### src/rtl/wshb_mire_writer.sv
// wshb_mire_writer: Wishbone master painting a test pattern into the framebuffer, yielding the bus between bursts.
// Optional MIRE_ANIM_EN: frame counter animates the pattern and frames restart automatically.
module wshb_mire_writer #(
   parameter int HDISP = 800,
   parameter int VDISP = 480,
   parameter int BURST = 64,
   parameter int GAP   = 16
) (
   input  logic        clk,
   input  logic        rst,
   input  logic        start,
   output logic        busy,
   output logic        done,
   output logic        wshb_cyc,
   output logic        wshb_stb,
   output logic        wshb_we,
   output logic [31:0] wshb_adr,
   output logic [31:0] wshb_dat_ms,
   output logic [3:0]  wshb_sel,
   output logic [2:0]  wshb_cti,
   output logic [1:0]  wshb_bte,
   input  logic        wshb_ack
);
   localparam int XW = $clog2(HDISP);
   localparam int YW = $clog2(VDISP);
   localparam int BW = $clog2(BURST + 1);
   localparam int GW = $clog2(GAP + 1);
   typedef enum logic [1:0] {IDLE, WRITE, YIELD} state_t;
   state_t state_q, state_d;
   logic [XW-1:0] x_q, x_d;
   logic [YW-1:0] y_q, y_d;
   logic [BW-1:0] burst_q, burst_d;
   logic [GW-1:0] gap_q, gap_d;
   logic done_q, ack, x_last, y_last, last, burst_end, restart, wr, grid;
   logic [31:0] xe, ye, pix;
   logic [7:0] r, g;
`ifdef MIRE_ANIM_EN
   logic [7:0] frame_q;
   assign restart = done_q;
   assign r = xe[7:0] + frame_q;
   assign g = ye[7:0] + frame_q;
`else
   assign restart = 1'b0;
   assign r = xe[7:0];
   assign g = ye[7:0];
`endif
   assign wr        = state_q == WRITE;
   assign ack       = wr && wshb_ack;
   assign x_last    = x_q == XW'(HDISP - 1);
   assign y_last    = y_q == YW'(VDISP - 1);
   assign last      = ack && x_last && y_last;
   assign burst_end = burst_q == BW'(BURST - 1);
   assign xe        = 32'(x_q);
   assign ye        = 32'(y_q);
   assign pix       = ye * 32'(HDISP) + xe;
   assign grid      = xe[3:0] == 4'd0 || ye[3:0] == 4'd0;
   assign wshb_cyc    = wr;
   assign wshb_stb    = wr;
   assign wshb_we     = wr;
   assign wshb_adr    = wr ? pix << 2 : '0;
   assign wshb_dat_ms = !wr ? '0 : grid ? 32'h00FF_FFFF : {8'h00, r, g, 8'h00};
   assign wshb_sel    = 4'b1111;
   assign wshb_cti    = 3'b000;
   assign wshb_bte    = 2'b00;
   assign busy        = state_q != IDLE;
   assign done        = done_q;
   always_comb begin
      state_d = state_q;
      x_d     = x_q;
      y_d     = y_q;
      burst_d = burst_q;
      gap_d   = gap_q;
      case (state_q)
         IDLE: if (start || restart) begin
            state_d = WRITE;
            x_d     = '0;
            y_d     = '0;
            burst_d = '0;
         end
         WRITE: if (ack) begin
            x_d     = x_last ? '0 : x_q + XW'(1);
            y_d     = !x_last ? y_q : y_last ? '0 : y_q + YW'(1);
            burst_d = (burst_end || last) ? '0 : burst_q + BW'(1);
            gap_d   = '0;
            state_d = last ? IDLE : burst_end ? YIELD : WRITE;
         end
         YIELD: begin
            gap_d   = gap_q + GW'(1);
            state_d = gap_q == GW'(GAP - 1) ? WRITE : YIELD;
         end
         default: state_d = IDLE;
      endcase
   end
   always_ff @(posedge clk or posedge rst) begin
      if (rst) begin
         state_q <= IDLE;
         x_q     <= '0;
         y_q     <= '0;
         burst_q <= '0;
         gap_q   <= '0;
         done_q  <= 1'b0;
      end else begin
         state_q <= state_d;
         x_q     <= x_d;
         y_q     <= y_d;
         burst_q <= burst_d;
         gap_q   <= gap_d;
         done_q  <= last;
      end
   end
`ifdef MIRE_ANIM_EN
   always_ff @(posedge clk or posedge rst) begin
      if (rst) frame_q <= '0;
      else if (last) frame_q <= frame_q + 8'd1;
   end
`endif
endmodule

### config.mk
export PLATFORM = sky130hd
export DESIGN_NAME = wshb_mire_writer
export DESIGN_NICKNAME = d
export VERILOG_FILES = /design/src/rtl/wshb_mire_writer.sv
export SDC_FILE = /design/constraint.sdc
export NUM_CORES = 1
export LEC_CHECK = 0
export ABC_AREA = 1
export BUFFER_PORTS_ARGS = -buffer_cell sky130_fd_sc_hd__buf_2
export CORE_MARGIN = 3
export CORE_UTILIZATION = 55
export DETAILED_ROUTE_END_ITERATION = 6
export HOLD_SLACK_MARGIN = 0.06
export PLACE_DENSITY = 0.89
export SKIP_CTS_REPAIR_TIMING = 1
export SLEW_MARGIN = 5
export SYNTH_ARGS = -nofsm -noshare
export SYNTH_HDL_FRONTEND = slang
export SYNTH_SLANG_ARGS = --single-unit
### constraint.sdc
create_clock -name clk -period 8.7 [get_ports clk]
set_clock_uncertainty 0.1 [all_clocks]
set_input_delay 2.175 -clock clk [delete_from_list [all_inputs] [get_ports clk]]
set_output_delay 2.175 -clock clk [all_outputs]
set_load 0.005 [all_outputs]
==> impl_metrics.tcl <==
set metrics [dict create \
    min_to "gap_q[0]" \
    drv_cap 0 \
    post-dp-hpwl_um 6400 \
    vias 3441 \
    maxSlewViolCount 0 \
    p_leak_nw 2.26 \
    grt_overflow_total 0 \
    r2r_slack_ns 6.11 \
    die_h_um 88.7 \
    final_util_pct 62.1 \
    placed_cell_area_um2 3890 \
    dr.pass1.iters 4 \
    netlist_area_um2 3760 \
    clock_latency_ns 0.29 \
    layout.nets 627 \
    ys_seq_area_share_pct 22.6 \
    grt_pass1_wl_um 13800 \
    min_from "gap_q[0]" \
    cp.required_ns 6.43 \
    final_hold_viol_count 0 \
    core_area_um2 6490 \
    ant_nets 0 \
    tns_ns 0 \
    dpl.cell_count 643 \
    worst-setup-path-type "register to output pin" \
    clock-root-buffer "clkbuf_8" \
    h-tree-depth 2 \
    min_path_cells 1 \
    wire_per_inst_um 12.5 \
    diodes 0 \
    end_kind "output pin" \
    cts_inserted_buffers 5 \
    place_congestion 0.917 \
    fin_crit_ns 5.89 \
    yosys-top-cells-area "dfrtp_1, ha_1, nand2_1" \
    post_drt_via_cell_ratio 5.29 \
    ioPinCount 82 \
    drtIter0Drc 217 \
    powerDensity_nw_per_um2 215 \
    r2r_end "x_q[3]" \
    netlist.area_leader.share_pct 22.6 \
    cp-start-kind "register" \
    ys_warn_count 0 \
    clock.fmax_ghz 0.170 \
    fillers 553 \
    synthCells 532 \
    crit_path_max_fanout 6 \
    clk_pin_slew_ns 0.07 \
    reg2reg_from "state_q[1]" \
    setup_viol 0 \
    cts_sinks 34 \
    min_path_type "register to register" \
    die_w_um 88.7 \
    multiInputGateArea_um2 2370 \
    grt_max_degree 35 \
    slew_headroom_pct 59.7 \
    area_growth_pct 7.11 \
    drive_gt1_share_pct 16.7 \
    drcViolationCount 0 \
    post_layout_nonfiller_instances 651 \
    arrival_ns 3.61 \
    status "finished clean" \
    grt_pass1_vias 3078 \
    wl_um 8130 \
    tritoncts "yes" \
    synth_cell_type_count 40 \
    ff_latch_area_um2 851 \
    tightestPinTransition_ns 0.603 \
    rows 29 \
    grt_usage_pct 21.8 \
    cts_buffer_depth 2 \
    yosysTopAreaCell "dfrtp_1" \
    rr_worst_depth 8 \
    dieArea_um2 7870 \
    finalInstanceArea_um2 4030 \
    fin_crit_sh_pct 67.7 \
    antenna_found_initial 0 \
    rsz0062_at_grt "no" \
    synth_seq_cells 34 \
    numPortBuffers 52 \
    syn_avg_cell_area_um2 7.08 \
    initial_core_util_pct 58.0 \
    peakVddDrop_mv 0.181 \
]
layout by cell type (no fill, tap or decap), types with 9 or more instances in the layout:
master and instances:
nor2_1 43, nand2_1 111, nand3_1 46, inv_1 73
o21ai_0 11, conb_1 29, nand4_1 9, ha_1 45
buf_2 52, a21oi_1 36, o21ai_2 9, dfrtp_1 34
xor2_1 11
synth_stat cells (all sizes together):
| library cell | count |
|---|---|
| fa | 5 |
| mux2i | 1 |
| a31oi | 2 |
| nor4 | 1 |
| inv | 79 |
| conb | 2 |
| o22ai | 2 |
| clkbuf | 4 |
| xor2 | 11 |
| dfrtp | 34 |
| nor3b | 1 |
| nand4 | 10 |
| nand3b | 3 |
| a21boi | 1 |
| nor2 | 48 |
| nand3 | 46 |
| or2 | 5 |
| a32oi | 1 |
| a21oi | 36 |
| buf | 43 |
| ha | 45 |
| nand2 | 116 |
| nor3 | 10 |
| o21ai | 26 |
cells by family after synthesis:
kind of cell	count (synthesis)	synth area share, %
AND/OR/NAND/NOR	240	29.2
buffers and inverters	126	17.0
AO/OA/AOI/OAI	68	10.5
adder cells (fa/ha/maj)	50	17.6
flip-flops	34	22.6
XOR/XNOR	11	2.56
other	2	0.199
multiplexers	1	0.266
cell type report:
cell class,instances,area share [%]
multi-input cells,399,58.9
flip-flops and latches,34,21.1
inverters,79,7.42
repair buffers,54,6.83
well taps,77,2.39
clock buffers,5,1.71
clock inverters,3,1.71
worst max-delay path by stage:
stage,from,to,slack (ns),cells past startpoint
6_report,y_q[3],wshb_adr[19],2.81,16
5_1_grt,y_q[3],wshb_adr[19],2.51,16
4_1_cts,y_q[4],wshb_adr[20],2.85,17
3_5_place_dp,y_q[4],wshb_adr[20],3.18,17
3_3_place_gp,y_q[4],wshb_adr[20],3.27,17
2_1_floorplan,y_q[4],wshb_adr[19],3.56,16
report_power, final:
part	leakage [nW]	switching (W)	internal, W
Sequential	0.463	0.0000293	0.000181
Clock	0.0683	0.0000616	0.000115
Combinational	1.73	0.000298	0.000182
Total	2.26	0.000389	0.000478
flip-flops by register name, summed over array words and instances, names as in the netlist:
signal	cells
state_q	2
done	1
y_q	9
gap_q	5
x_q	10
burst_q	7
critical path, cell delays in order (launching register included):
cell and delay [ns]:
dfrtp_1 0.47, inv_1 0.12, ha_1 0.31, ha_1 0.32
fa_1 0.47, ha_1 0.35, or2_1 0.26, nand2_1 0.08
nand2_1 0.06, nand2_2 0.10, nand3_1 0.11, nor2_1 0.20
nand2_1 0.10, nor2_1 0.12, nand2_1 0.06, o21ai_0 0.06
buf_2 0.13
metal layers:
metal | up-vias | global-route usage (%) | part of all wire (%)
met2 | 129 | 35.4 | 48
met4 | 0 | 5.91 | 1.6
met5 | - | 0 | 0
li1 | 1735 | - | -
met1 | 1558 | 29.8 | 43
met3 | 19 | 3.91 | 7.5
stage by stage:
| stage | hold slack (ns) | setup WS, ns | power, W |
|---|---|---|---|
| 6_report | 0.415 | 2.81 | 0.000867 |
| 3_3_place_gp | 0.386 | 3.27 | 0.000675 |
| 4_1_cts | 0.417 | 2.85 | 0.000870 |
| 2_1_floorplan | 0.371 | 3.56 | 0.000567 |
| 3_5_place_dp | 0.407 | 3.18 | 0.000689 |
| 5_1_grt | 0.458 | 2.51 | 0.000949 |
Note: power is estimated with default switching activity, not from simulation.
